==> src/rtl/matrix_pkg.sv <==
// Shared defaults and scan FSM state encoding for the LED matrix scan controller.
package matrix_pkg;

   localparam int unsigned COLS_DEF  = 64;
   localparam int unsigned ROWS_DEF  = 16;
   localparam int unsigned DWELL_DEF = 128;

   typedef enum logic [2:0] {
      S_IDLE,
      S_SHIFT,
      S_BLANK,
      S_LATCH,
      S_DISPLAY
   } scanState_t;

endpackage

==> src/rtl/scan_dwell_timer.sv <==
// Counts DISPLAY cycles of one row and provides the look-ahead flags the
// scan FSM needs to register OE and frame_done on the right cycle.
module scan_dwell_timer
   import matrix_pkg::*;
#(
   parameter int unsigned DWELL = DWELL_DEF
) (
   input  logic       clk,
   input  logic       rst,
   input  logic       load,
   input  logic       run,
   input  logic [2:0] bright,
   output logic       winNext,
   output logic       lastNext,
   output logic       last
);

   localparam int unsigned CW = $clog2(DWELL + 1);

   logic [CW-1:0] cnt;
   logic [CW-1:0] window;

   // Window length is captured once per row so a brightness change never tears a row.
   always_ff @(posedge clk) begin
      if (rst) begin
         cnt    <= '0;
         window <= '0;
      end else if (load) begin
         cnt    <= '0;
         window <= CW'((32'(bright) + 32'd1) * (DWELL / 32'd8));
      end else if (run) begin
         cnt <= cnt + CW'(1);
      end
   end

   assign winNext  = (cnt + CW'(1)) < window;
   assign lastNext = (cnt == CW'(DWELL - 2));
   assign last     = (cnt == CW'(DWELL - 1));

endmodule

==> src/rtl/matrix_scan_ctrl.sv <==
// HUB75-style row scan controller: shift, blank, latch, display per row pair.
// Define SCAN_DIM_EN to add the bright port and the dimmed OE window.
module matrix_scan_ctrl
   import matrix_pkg::*;
#(
   parameter int unsigned COLS  = COLS_DEF,
   parameter int unsigned ROWS  = ROWS_DEF,
   parameter int unsigned DWELL = DWELL_DEF
) (
   input  logic                    clk,
   input  logic                    rst,
   input  logic                    en,
   input  logic                    swap_req,
`ifdef SCAN_DIM_EN
   input  logic [2:0]              bright,
`endif
   output logic [$clog2(COLS)-1:0] col_idx,
   output logic [$clog2(ROWS)-1:0] row_idx,
   output logic                    shift_en,
   output logic [3:0]              abcd,
   output logic                    OE,
   output logic                    LAT,
   output logic                    frame_start,
   output logic                    frame_done,
   output logic                    swap_ack,
   output logic                    buf_sel
);

   localparam int unsigned CW = $clog2(COLS);
   localparam int unsigned RW = $clog2(ROWS);

   scanState_t state;
   logic       ackDone;
   logic       swapTake;
   logic       winNext;
   logic       lastNext;
   logic       last;
   logic [2:0] dimLevel;

`ifdef SCAN_DIM_EN
   assign dimLevel = bright;
`else
   assign dimLevel = 3'd7;
`endif

   // ackDone stops a request that is still held from being acknowledged twice.
   assign swapTake = swap_req && !ackDone;

   scan_dwell_timer #(.DWELL(DWELL)) u_dwell (
      .clk     (clk),
      .rst     (rst),
      .load    (state == S_LATCH),
      .run     (state == S_DISPLAY),
      .bright  (dimLevel),
      .winNext (winNext),
      .lastNext(lastNext),
      .last    (last)
   );

   always_ff @(posedge clk) begin
      if (rst) begin
         state       <= S_IDLE;
         col_idx     <= '0;
         row_idx     <= '0;
         shift_en    <= 1'b0;
         abcd        <= '0;
         OE          <= 1'b1;
         LAT         <= 1'b0;
         frame_start <= 1'b0;
         frame_done  <= 1'b0;
         swap_ack    <= 1'b0;
         buf_sel     <= 1'b0;
         ackDone     <= 1'b0;
      end else begin
         frame_start <= 1'b0;
         frame_done  <= 1'b0;
         swap_ack    <= 1'b0;
         LAT         <= 1'b0;
         shift_en    <= (state == S_SHIFT);
         if (!swap_req) ackDone <= 1'b0;
         case (state)
            S_IDLE: begin
               OE <= 1'b1;
               if (swapTake) begin
                  swap_ack <= 1'b1;
                  buf_sel  <= !buf_sel;
                  ackDone  <= 1'b1;
               end
               if (en) begin
                  state       <= S_SHIFT;
                  col_idx     <= '0;
                  row_idx     <= '0;
                  frame_start <= 1'b1;
               end
            end
            S_SHIFT: begin
               if (col_idx == CW'(COLS - 1)) begin
                  col_idx <= '0;
                  state   <= S_BLANK;
               end else begin
                  col_idx <= col_idx + CW'(1);
               end
            end
            S_BLANK: begin
               LAT   <= 1'b1;
               abcd  <= 4'(row_idx);
               state <= S_LATCH;
            end
            S_LATCH: begin
               OE    <= 1'b0;
               state <= S_DISPLAY;
            end
            S_DISPLAY: begin
               OE <= !winNext;
               // frame_done is raised one cycle early so it lands on the final DISPLAY cycle.
               if (lastNext && row_idx == RW'(ROWS - 1)) begin
                  frame_done <= 1'b1;
                  if (swapTake) begin
                     swap_ack <= 1'b1;
                     buf_sel  <= !buf_sel;
                     ackDone  <= 1'b1;
                  end
               end
               if (last) begin
                  OE <= 1'b1;
                  if (row_idx == RW'(ROWS - 1) || !en) row_idx <= '0;
                  else row_idx <= row_idx + RW'(1);
                  if (en) begin
                     state       <= S_SHIFT;
                     frame_start <= (row_idx == RW'(ROWS - 1));
                  end else begin
                     state <= S_IDLE;
                  end
               end
            end
            default: state <= S_IDLE;
         endcase
      end
   end

endmodule

==> config.mk <==
export PLATFORM = sky130hd
export DESIGN_NAME = matrix_scan_ctrl
export DESIGN_NICKNAME = d
export VERILOG_FILES = /design/src/rtl/matrix_pkg.sv /design/src/rtl/scan_dwell_timer.sv /design/src/rtl/matrix_scan_ctrl.sv
export SDC_FILE = /design/constraint.sdc
export NUM_CORES = 1
export LEC_CHECK = 0
export BUFFER_PORTS_ARGS = -buffer_cell sky130_fd_sc_hd__buf_2
export CORE_ASPECT_RATIO = 0.75
export CORE_MARGIN = 4
export CORE_UTILIZATION = 50
export CTS_CLUSTER_SIZE = 24
export DETAILED_ROUTE_END_ITERATION = 6
export PLACE_DENSITY = 0.82
export REMOVE_ABC_BUFFERS = 1
export SLEW_MARGIN = 40
export SYNTH_ARGS = -nofsm -noshare
export SYNTH_HDL_FRONTEND = slang
export SYNTH_HIERARCHICAL = 1
export SYNTH_SLANG_ARGS = --single-unit
==> constraint.sdc <==
create_clock -name clk -period 2.9 [get_ports clk]
set_input_delay 0.435 -clock clk [delete_from_list [all_inputs] [get_ports clk]]
set_output_delay 0.435 -clock clk [all_outputs]
set_load 0.005 [all_outputs]
==> impl_summary.md <==
Status
The run finished with clean final reports.

Placement
Summed over all nets, the half-perimeter wirelength after detailed placement is 2540 um. After detailed placement, the total cell area comes to a little over 2000 um^2. Buffers placed on the I/O ports in this run total 24. The routability-driven placement congestion ratio is 0.863.

STA
Setup repair after global routing left no endpoint under its margin. The normalized max-slew margin is 0.562. The maximum achievable frequency is 449 MHz.

In the final timing run, aggregate negative setup slack is 0 ns. Of the available clock period, the critical path in the final layout requires 0.769. Setup violations remaining at the end of the flow were counted as 0.

The clock arrives with 0.00391 ns of skew. At the pin with the least slew margin, the transition time is roughly 0.66 ns. The number of pins exceeding their max-slew limit in the final report was 0. Subtracting the final worst setup slack from the clock period gives roughly 2.2 ns. The count of endpoints failing hold in the final timing report is 0.

Power and ir drop
For this design the ratio of total power to cell area is ~440 nW/um^2. Across the VDD grid, the largest voltage drop is about 0.00027 V. Summed over all cells, the static leakage comes to between 0.8 and 0.9 nW.

Drt
For this block, the routed nets add up to about 3600 um of wire. Using the TritonRoute via totals, the vias-per-cell ratio works out to about 5.3. The number of antenna-violating nets in the routed design is 0. The number of DRC markers in iteration 0 is approximately 120. The detailed-route via count is 1,562.

The detailed-route wire length per cell is around 12 um. After detailed routing, the number of remaining DRC violations is 0. The detailed-router iteration count before antenna repair is 4.

Logic synthesis
The sequential element share of the synthesized area is 0.390. The number of enable-type register cells in the synthesized netlist is 0. The mean instance size in the synthesized netlist is between 8 and 9 um^2. In this run, synthesis produced a sequential element count of 37. The post-synthesis cell area is ~1900 um^2. Synthesis handed over a netlist of about 220 instances. The Yosys step of the flow raised 6 warnings.

In the synthesized netlist the dominant register cell turns out to be sky130_fd_sc_hd__dfxtp_1. The fraction of registers with async set or reset after synthesis is 0. The count of unique library cells instantiated by Yosys is 56.

Cells and area
The post-layout net count is between 200 and 300. Relative to the synthesized area, the layout overhead comes to 11.9%. The repair_antennas step left the layout with diodes totalling 0. The share of final-layout standard cells stronger than drive strength 1 is 0.183. Once layout is done, the placed cells without fillers occupy 2120 um^2.

Setup path
The signal on the critical path passes through or3b_1, inv_1, nand3_1, or4_1, a21oi_1. The end of the worst register-to-register path is u_dwell/cnt[7]. The startpoint identified for the worst register-to-register timing path is state[2]. The number of cells on the worst reg-to-reg path is 5. In this run the worst path has a maximum fanout of 16. The slowest stage of the critical path is the sky130_fd_sc_hd__dfxtp_1 cell. At the worst endpoint, the arrival time is 2.44 ns.

The minimum setup slack among reg-to-reg paths is approximately 0.67 ns. The data required time at the worst endpoint is between 3 and 4 ns. For this run, the slowest stage of the critical path takes between 0.7 and 0.8 ns.

The startpoint type of the worst setup path is a register. The critical path capture point type is a register. The critical path in this run is classified as register to register.

Clock tree
TritonCTS created 5 clock buffers. The clock transition time at the flip-flop clock pins of the worst setup and hold paths is about 0.070 ns. The longest clock path from root to sink contains 2 buffers. The post-CTS setup buffer count is 0.

For the worst-skew pair, the clock arrives at the later sink with an insertion delay of roughly 0.29 ns. TritonCTS built the clock tree. The number of gates resized after CTS is 0. The clock net sink count is 37. The H-tree depth is 2. Clock tree synthesis selected as its root buffer the cell sky130_fd_sc_hd__clkbuf_8. For this design, the CTS-stage hold fixing added 0 buffers.

Floorplan
The starting density of the core is 0.519. The placement row count is 19. The total area inside the core boundary comes to between 3000 and 4000 um^2.

The overall die width is 79.2 um. The die is just over 60 um tall. The top-level I/O count is 25. The floorplan step defined a die boundary enclosing 4860 um^2.

Job
The number of maximum-capacitance constraint violations is 0.

GRT
The via count of the first global-routing pass is approximately 1,400. Entering global routing, the biggest net connects 30 pins. The residual overflow from global routing is 0. The first global-routing pass estimated between 6000 and 7000 um of wire. For this run, the total global-route usage over all layers was measured as 0.163. The initial antenna violation count is 0.

Hold path
For hold timing, the worst endpoint is ackDone. The hold-critical path depth is 3. The worst min-delay path startpoint is swap_req. The path category of the worst min-delay check is input port to register.
-- cells by family (layout without fill, tap and decap cells) --
logic type / count (synthesis) / in the layout / synth area share
and+or+nand+nor: 88 / 88 / 0.260
AOI/OAI and AO/OA: 43 / 43 / 0.164
DFF: 37 / 37 / 0.390
buffers and inverters: 23 / 42 / 0.0580
xor gates and xnor gates: 9 / 9 / 0.0415
adders and majority gates: 8 / 8 / 0.0527
muxes: 6 / 6 / 0.0323
other: 1 / 7 / 0.00197
-- metrics by stage --
stage / std cells / util / power [W] / hold WS [ns] / setup slack [ns]
finish: 292 / 0.580 / 0.000938 / 0.436 / 0.671
detailed placement: 285 / 0.557 / 0.000595 / 0.463 / 0.723
floorplan: 209 / - / 0.000572 / 0.440 / 0.926
global placement: 285 / 0.557 / 0.000593 / 0.457 / 0.781
global route: 292 / 0.580 / 0.000984 / 0.459 / 0.512
CTS: 292 / 0.580 / 0.000950 / 0.428 / 0.694
-- area by class of cell --
type | count | area [um^2]
fillers | 356 | 1540
multi-input cells | 161 | 1070
flip-flops and latches | 37 | 741
repair buffers | 24 | 120
clock buffers | 7 | 86.3
well taps | 52 | 65.1
inverters | 11 | 41.3
-- layer usage --
metal	up-vias	part of all wire	wire, um	global-route usage
met1	720	0.52	1890	0.222
met4	0	0.019	70	0.0760
met5	-	0	0	0
li1	804	-	-	-
met3	7	0.045	164	0.0409
met2	31	0.41	1480	0.247
-- cell usage after synthesis (4+ instances only) --
cell	instances	area (um^2)
sky130_fd_sc_hd__a21oi_1	13	65.1
sky130_fd_sc_hd__o21ai_0	7	35.0
sky130_fd_sc_hd__nand4_1	7	43.8
sky130_fd_sc_hd__nand2_1	10	37.5
sky130_fd_sc_hd__dfxtp_1	37	741
sky130_fd_sc_hd__nor3_1	6	30.0
sky130_fd_sc_hd__nand3_1	7	35.0
sky130_fd_sc_hd__ha_1	8	100
sky130_fd_sc_hd__mux2i_1	5	50.1
sky130_fd_sc_hd__nand2b_1	8	50.1
sky130_fd_sc_hd__nor2_1	28	105
sky130_fd_sc_hd__clkbuf_1	5	18.8
sky130_fd_sc_hd__buf_2	4	20.0
sky130_fd_sc_hd__inv_1	11	41.3
sky130_fd_sc_hd__xor2_1	6	52.6
-- state kept, by name, summed over array words and instances (netlist names) --
signal	count
u_dwell/cnt	8
col_idx	6
abcd	4
row_idx	4
u_dwell/window	4
state	3
LAT	1
OE	1
ackDone	1
buf_sel	1
frame_done	1
frame_start	1
shift_en	1
swap_ack	1
-- worst max-delay path by stage --
| stage | start | endpoint | slack [ns] | depth (start not counted) |
|---|---|---|---|---|
| floorplan | state[2] | u_dwell/cnt[5] | 0.93 | 5 |
| global placement | state[2] | u_dwell/cnt[5] | 0.78 | 5 |
| global route | state[2] | u_dwell/cnt[5] | 0.51 | 5 |
| finish | state[2] | u_dwell/cnt[7] | 0.67 | 5 |
| CTS | state[2] | u_dwell/cnt[5] | 0.69 | 5 |
| detailed placement | state[2] | u_dwell/cnt[5] | 0.72 | 5 |
-- layout by cell type, fill, tap and decap left out, types with 2 or more instances in the layout --
master,n
sky130_fd_sc_hd__clkbuf_8,6
sky130_fd_sc_hd__nand2b_1,8
sky130_fd_sc_hd__nand2_1,10
sky130_fd_sc_hd__o21ai_0,7
sky130_fd_sc_hd__nor2_2,2
sky130_fd_sc_hd__or3b_1,2
sky130_fd_sc_hd__xnor2_1,3
sky130_fd_sc_hd__nor3b_1,3
sky130_fd_sc_hd__xor2_1,6
sky130_fd_sc_hd__nor3_1,6
sky130_fd_sc_hd__nand4_1,7
sky130_fd_sc_hd__mux2i_1,5
sky130_fd_sc_hd__buf_2,24
sky130_fd_sc_hd__dfxtp_1,37
sky130_fd_sc_hd__ha_1,8
sky130_fd_sc_hd__conb_1,7
sky130_fd_sc_hd__nor2_1,28
sky130_fd_sc_hd__a311oi_1,3
sky130_fd_sc_hd__a41oi_1,2
sky130_fd_sc_hd__a21oi_1,13
sky130_fd_sc_hd__inv_1,11
sky130_fd_sc_hd__a211oi_1,3
sky130_fd_sc_hd__nand3_1,7
-- critical path, delay by kind of cell (launching register included) --
kind	cells	cell delay, ns
compound gates	1	0.15
buf+inv	1	0.21
flops	1	0.74
simple gates	3	1.06
-- power by group --
part / internal, W / switching [W] / total, W
Sequential: 0.000516 / 0.00000751 / 0.000524
Combinational: 0.0000257 / 0.0000342 / 0.0000599
Clock: 0.000188 / 0.000166 / 0.000354
Total: 0.000730 / 0.000208 / 0.000938
No activity file was read; power rests on OpenSTA's default activity.
